**config.mk**
```make
export PLATFORM = sky130hd
export DESIGN_NAME = xup_nand_vector_arbiter
export DESIGN_NICKNAME = d
export VERILOG_FILES = /design/src/rtl/xup_nand_vector_arbiter.sv
export SDC_FILE = /design/constraint.sdc
export NUM_CORES = 1
export LEC_CHECK = 0
export ABC_AREA = 1
export ABC_CLOCK_PERIOD_IN_PS = 1800
export CORE_ASPECT_RATIO = 0.7
export CORE_MARGIN = 4
export CORE_UTILIZATION = 30
export CTS_CLUSTER_SIZE = 28
export DETAILED_ROUTE_END_ITERATION = 16
export PLACE_DENSITY = 0.65
export SLEW_MARGIN = 0
export SYNTH_ARGS = -nofsm -noshare
export SYNTH_HDL_FRONTEND = slang
export SYNTH_SLANG_ARGS = --single-unit
```
**constraint.sdc**
```tcl
create_clock -name clk -period 1.8 [get_ports clk]
set_clock_uncertainty 0.05 [all_clocks]
set_input_delay 0.18 -clock clk [delete_from_list [all_inputs] [get_ports clk]]
set_output_delay 0.18 -clock clk [all_outputs]
set_load 0.03 [all_outputs]
```
**src/rtl/xup_nand_vector_arbiter.sv**
```systemverilog
`default_nettype none
// ============================================================================
// Module   : xup_nand_vector_arbiter
// Brief    : Round-robin sequencer sharing one NAND vector unit among requesters;
//            optional op counter enabled by XUP_NAND_ARB_STATS_EN.
// Revision : 1.0 - initial release
// ============================================================================
module xup_nand_vector_arbiter #(
    parameter int SIZE       = 4,
    parameter int NUM_REQ    = 4,
    parameter int SETTLE_CYC = 1
) (
    input  logic                    clk,
    input  logic                    reset_n,
    input  logic [NUM_REQ-1:0]      req,
    input  logic [NUM_REQ*SIZE-1:0] a_in,
    input  logic [NUM_REQ*SIZE-1:0] b_in,
    output logic [NUM_REQ-1:0]      gnt,
    output logic [NUM_REQ-1:0]      done,
    output logic [SIZE-1:0]         y_out,
    output logic                    busy,
    output logic [SIZE-1:0]         nand_a,
    output logic [SIZE-1:0]         nand_b,
`ifdef XUP_NAND_ARB_STATS_EN
    output logic [15:0]             op_count,
`endif
    input  logic [SIZE-1:0]         nand_y
);
    localparam int PW = (NUM_REQ > 1) ? $clog2(NUM_REQ) : 1;
    localparam int CW = (SETTLE_CYC > 1) ? $clog2(SETTLE_CYC) : 1;

    localparam logic [1:0] S_IDLE    = 2'd0;
    localparam logic [1:0] S_SETTLE  = 2'd1;
    localparam logic [1:0] S_CAPTURE = 2'd2;

    logic [1:0]         state_q, state_d;
    logic [CW-1:0]      cnt_q, cnt_d;
    logic [PW-1:0]      rr_ptr_q, rr_ptr_d;
    logic [PW-1:0]      owner_q, owner_d;
    logic [NUM_REQ-1:0] gnt_q, gnt_d;
    logic [NUM_REQ-1:0] done_q, done_d;
    logic [SIZE-1:0]    y_q, y_d;
    logic [SIZE-1:0]    na_q, na_d;
    logic [SIZE-1:0]    nb_q, nb_d;
    logic               busy_q, busy_d;

    logic [SIZE-1:0]    a_arr [NUM_REQ];
    logic [SIZE-1:0]    b_arr [NUM_REQ];
    logic               win_valid;
    logic [PW-1:0]      win_idx;
    logic [PW:0]        cand;

    for (genvar k = 0; k < NUM_REQ; k++) begin : g_unpack
        assign a_arr[k] = a_in[k*SIZE +: SIZE];
        assign b_arr[k] = b_in[k*SIZE +: SIZE];
    end

    // Scan from the highest offset down so the request nearest rr_ptr wins last.
    always_comb begin
        win_valid = 1'b0;
        win_idx   = '0;
        cand      = '0;
        for (int i = NUM_REQ - 1; i >= 0; i--) begin
            cand = {1'b0, rr_ptr_q} + (PW+1)'(i);
            if (cand >= (PW+1)'(NUM_REQ)) begin
                cand = cand - (PW+1)'(NUM_REQ);
            end
            if (req[cand[PW-1:0]]) begin
                win_valid = 1'b1;
                win_idx   = cand[PW-1:0];
            end
        end
    end

    always_ff @(posedge clk or negedge reset_n) begin
        if (!reset_n) begin
            state_q  <= S_IDLE;
            cnt_q    <= '0;
            rr_ptr_q <= '0;
            owner_q  <= '0;
            gnt_q    <= '0;
            done_q   <= '0;
            y_q      <= '0;
            na_q     <= '0;
            nb_q     <= '0;
            busy_q   <= 1'b0;
        end else begin
            state_q  <= state_d;
            cnt_q    <= cnt_d;
            rr_ptr_q <= rr_ptr_d;
            owner_q  <= owner_d;
            gnt_q    <= gnt_d;
            done_q   <= done_d;
            y_q      <= y_d;
            na_q     <= na_d;
            nb_q     <= nb_d;
            busy_q   <= busy_d;
        end
    end

    always_comb begin
        state_d = state_q;
        cnt_d   = cnt_q;
        case (state_q)
            S_IDLE: begin
                if (win_valid) begin
                    state_d = S_SETTLE;
                    cnt_d   = CW'(SETTLE_CYC - 1);
                end
            end
            S_SETTLE: begin
                if (cnt_q == '0) begin
                    state_d = S_CAPTURE;
                end else begin
                    cnt_d = cnt_q - CW'(1);
                end
            end
            S_CAPTURE: state_d = S_IDLE;
            default:   state_d = S_IDLE;
        endcase
    end

    // busy stays up through the done cycle because CAPTURE sets it for the next one.
    always_comb begin
        gnt_d    = '0;
        done_d   = '0;
        busy_d   = 1'b0;
        rr_ptr_d = rr_ptr_q;
        owner_d  = owner_q;
        y_d      = y_q;
        na_d     = na_q;
        nb_d     = nb_q;
        case (state_q)
            S_IDLE: begin
                if (win_valid) begin
                    gnt_d[win_idx] = 1'b1;
                    busy_d         = 1'b1;
                    owner_d        = win_idx;
                    na_d           = a_arr[win_idx];
                    nb_d           = b_arr[win_idx];
                    rr_ptr_d       = (win_idx == PW'(NUM_REQ - 1)) ? '0 : win_idx + PW'(1);
                end
            end
            S_SETTLE: busy_d = 1'b1;
            S_CAPTURE: begin
                busy_d          = 1'b1;
                y_d             = nand_y;
                done_d[owner_q] = 1'b1;
            end
            default: ;
        endcase
    end

`ifdef XUP_NAND_ARB_STATS_EN
    logic [15:0] op_count_q, op_count_d;

    always_comb begin
        op_count_d = op_count_q;
        if (state_q == S_CAPTURE) begin
            op_count_d = op_count_q + 16'd1;
        end
    end

    always_ff @(posedge clk or negedge reset_n) begin
        if (!reset_n) begin
            op_count_q <= '0;
        end else begin
            op_count_q <= op_count_d;
        end
    end

    assign op_count = op_count_q;
`endif

    assign gnt    = gnt_q;
    assign done   = done_q;
    assign y_out  = y_q;
    assign busy   = busy_q;
    assign nand_a = na_q;
    assign nand_b = nb_q;

endmodule
`default_nettype wire

```
==> results.py <==
metrics = {
    "outcome": {
        "status": "complete, but fails checks",
        "violations": "setup timing",
    },
    "synth": {
        "synth_nets": 272,
        "synthCells": 224,
        "synth_cell_types": 23,
        "yosysSeqAreaShare_pct": 40.4,
        "ys_top_cells_by_area": "dfrtp_1 40%, nand2_1 15%, inv_1 9.7%",
        "yosysTopAreaCell": "dfrtp_1",
        "yosys_register_bits": 27,
        "synth_area_um2": 1670,
        "netlist.area_leader.share_pct": 40.4,
        "avgSynthCellArea_um2": 7.46,
        "synth_warnings": 0,
    },
    "route": {
        "drt-vias-per-instance": 4.37,
        "antenna_left": 0,
        "num_vias": 1707,
        "first_pass_iters": 4,
        "dr.first_iter.drc_count": 34,
        "drc": 0,
        "wl_per_cell_um": 11.9,
        "wl_um": 4640,
    },
    "grt": {
        "grt_antenna_before_repair": 0,
        "grt.total_usage_pct": 13.0,
        "overflow": 0,
        "grt_pass1_wl_um": 7520,
        "grt_max_degree": 28,
        "grt_pass1_vias": 1645,
    },
    "worst_setup_path": {
        "start_kind": "flop",
        "critPathLaunch": "rr_ptr_q[0]",
        "r2r_start": "rr_ptr_q[0]",
        "cp-end-kind": "flop",
        "worst-setup-path-type": "reg -> reg",
        "crit_arrival_ns": 2.04,
        "path_max_fanout": 7,
        "crit_required_ns": 1.96,
    },
    "clock_tree": {
        "ctsHtreeMaxLevel": 1,
        "hold_buffers": 0,
        "cts_tree": "yes",
        "clockBufferDepth": 2,
        "cts_sinks": 27,
        "numCtsBuffers": 3,
        "cts.clk_slew.worst_paths_ns": 0.10,
        "cts_root_buffer": "clkbuf_8",
        "worstSkewPairLatency_ns": 0.27,
    },
    "cells_and_area": {
        "postLayoutCoreUtil_pct": 53.9,
        "syn2layout_area_growth_pct": 71.3,
        "layout_common_cells": "62 x clkdlybuf4s50_1, 53 x nand2_1, 38 x inv_1, 26 x dfrtp_1",
        "layout-drive-gt1-share_pct": 26.6,
        "seqCellArea_um2": 677,
        "mostFrequentLayoutCell": "clkdlybuf4s50_1",
        "antenna_cells": 0,
        "multiInputGateArea_um2": 968,
        "fin_nets": 368,
        "fillers": 469,
        "fin_cells": 391,
    },
    "min_path": {
        "hold_path_class": "in -> async",
    },
    "placement": {
        "hpwl_um": 3350,
        "dp_slack_ns": -0.269,
        "dp_cells": 377,
        "port-buffer-count": 62,
        "routabilityCongestion": 0.861,
    },
    "timing": {
        "worst_pin_slew_ns": 0.351,
        "fmax_ghz": 0.533,
        "setup_viol": 12,
        "fin_crit_sh_pct": 104,
        "timing.final.ws_setup_ns": -0.0751,
        "setup_tns_ns": -0.432,
        "max_slew_margin_pct": 76.5,
        "min_period_ns": 1.88,
        "maxSlewViolCount": 0,
        "hold_violations": 0,
        "rsz0062_at_grt": "true",
    },
    "power": {
        "vdd_drop_max_v": 0.000786,
        "power.leakage_nw": 1.42,
        "power_density_nw_per_um2": 2160,
    },
    "floorplanning": {
        "die_h_um": 70.5,
        "start_util_pct": 31.5,
        "die_w_um": 97.2,
        "die-area_um2": 6850,
        "rows": 22,
        "core_area_um2": 5310,
        "pin_count": 63,
    },
    "run": {
        "max_cap_viol_count": 0,
    },
}
-- power breakdown --
group          total [mW]  switching, mW  internal (mW)
Sequential           1.05          0.160          0.888
Clock               0.354          0.197          0.157
Combinational        4.77           2.61           2.16
Total                6.17           2.97           3.21
-- synth_stat cells (all sizes together) --
library cell	instances
or2	4
o31ai	1
nand3	29
inv	45
o21ai	10
dfrtp	27
o211ai	4
buf	4
nor2	10
nand2	78
clkbuf	1
a21oi	1
ha	6
nor3	4
-- critical path, stage by stage, from the launching register on --
cell and delay [ns]:
dfrtp_2 0.47, buf_8 0.17, o21ai_4 0.17, nand2_2 0.10, nand3_4 0.11, nand3_4 0.15, buf_12 0.19, nand2_8 0.07
buf_4 0.11, buf_6 0.09, nand2_4 0.04, nor2_2 0.10
-- metal layers --
layer / up-vias / track usage [%] / part of all wire [%]
li1: 877 / - / -
met1: 780 / 18.2 / 47
met2: 46 / 20.3 / 46
met3: 4 / 3.99 / 6.1
met4: 0 / 1.38 / 1.2
met5: - / 0 / 0
-- cell type report --
type                    instances  area share (%)
repair buffers                 93            31.6
inverters                      45            6.07
flip-flops and latches         27            23.6
multi-input cells             150            33.8
clock inverters                 1           0.262
clock buffers                   3            1.44
well taps                      72            3.15
-- per-stage QoR --
step           hold slack (ns)  total power, mW  instance area [um^2]
2_1_floorplan           -0.166             3.45                  1700
3_3_place_gp             0.400             4.70                  2540
3_5_place_dp             0.405             4.77                  2540
4_1_cts                  0.238             5.38                  2650
5_1_grt                  0.255             6.72                  2860
6_report                 0.226             6.17                  2860
-- registers in the layout, indices dropped and copies added (netlist names) --
name and flops:
done 4, gnt 4, nand_a 4, nand_b 4, y_out 4, owner_q 2
rr_ptr_q 2, state_q 2, busy 1
-- worst paths after layout --
path,to,slack (ns),cells after the start
max in group asynchronous,rr_ptr_q[0],1.20,2
worst min register to register,done[0],0.41,1
worst max-delay path,gnt[0],-0.08,11
min in group clk,y_out[0],0.40,3
worst min-delay path,nand_a[3],0.23,2
worst max register to register,gnt[0],-0.08,11
-- repair_timing --
item / CTS / global route
endpoints found under the setup margin: 13 / 17
pin swaps: 2 / 9
cloned: 1 / 2
setup buffers: 1 / 6
resized for setup: 7 / 32
-- kinds of logic (layout without fill, tap and decap cells) --
group / Yosys count / after routing / synth area share (%)
AO/OA/AOI/OAI: 16 / 16 / 5.76
adder cells (fa/ha/maj): 6 / 6 / 4.49
buffers and inverters: 50 / 142 / 13.8
flip-flops: 27 / 27 / 40.4
AND/OR/NAND/NOR: 125 / 128 / 35.5
Power figures use the tool's default switching activity.
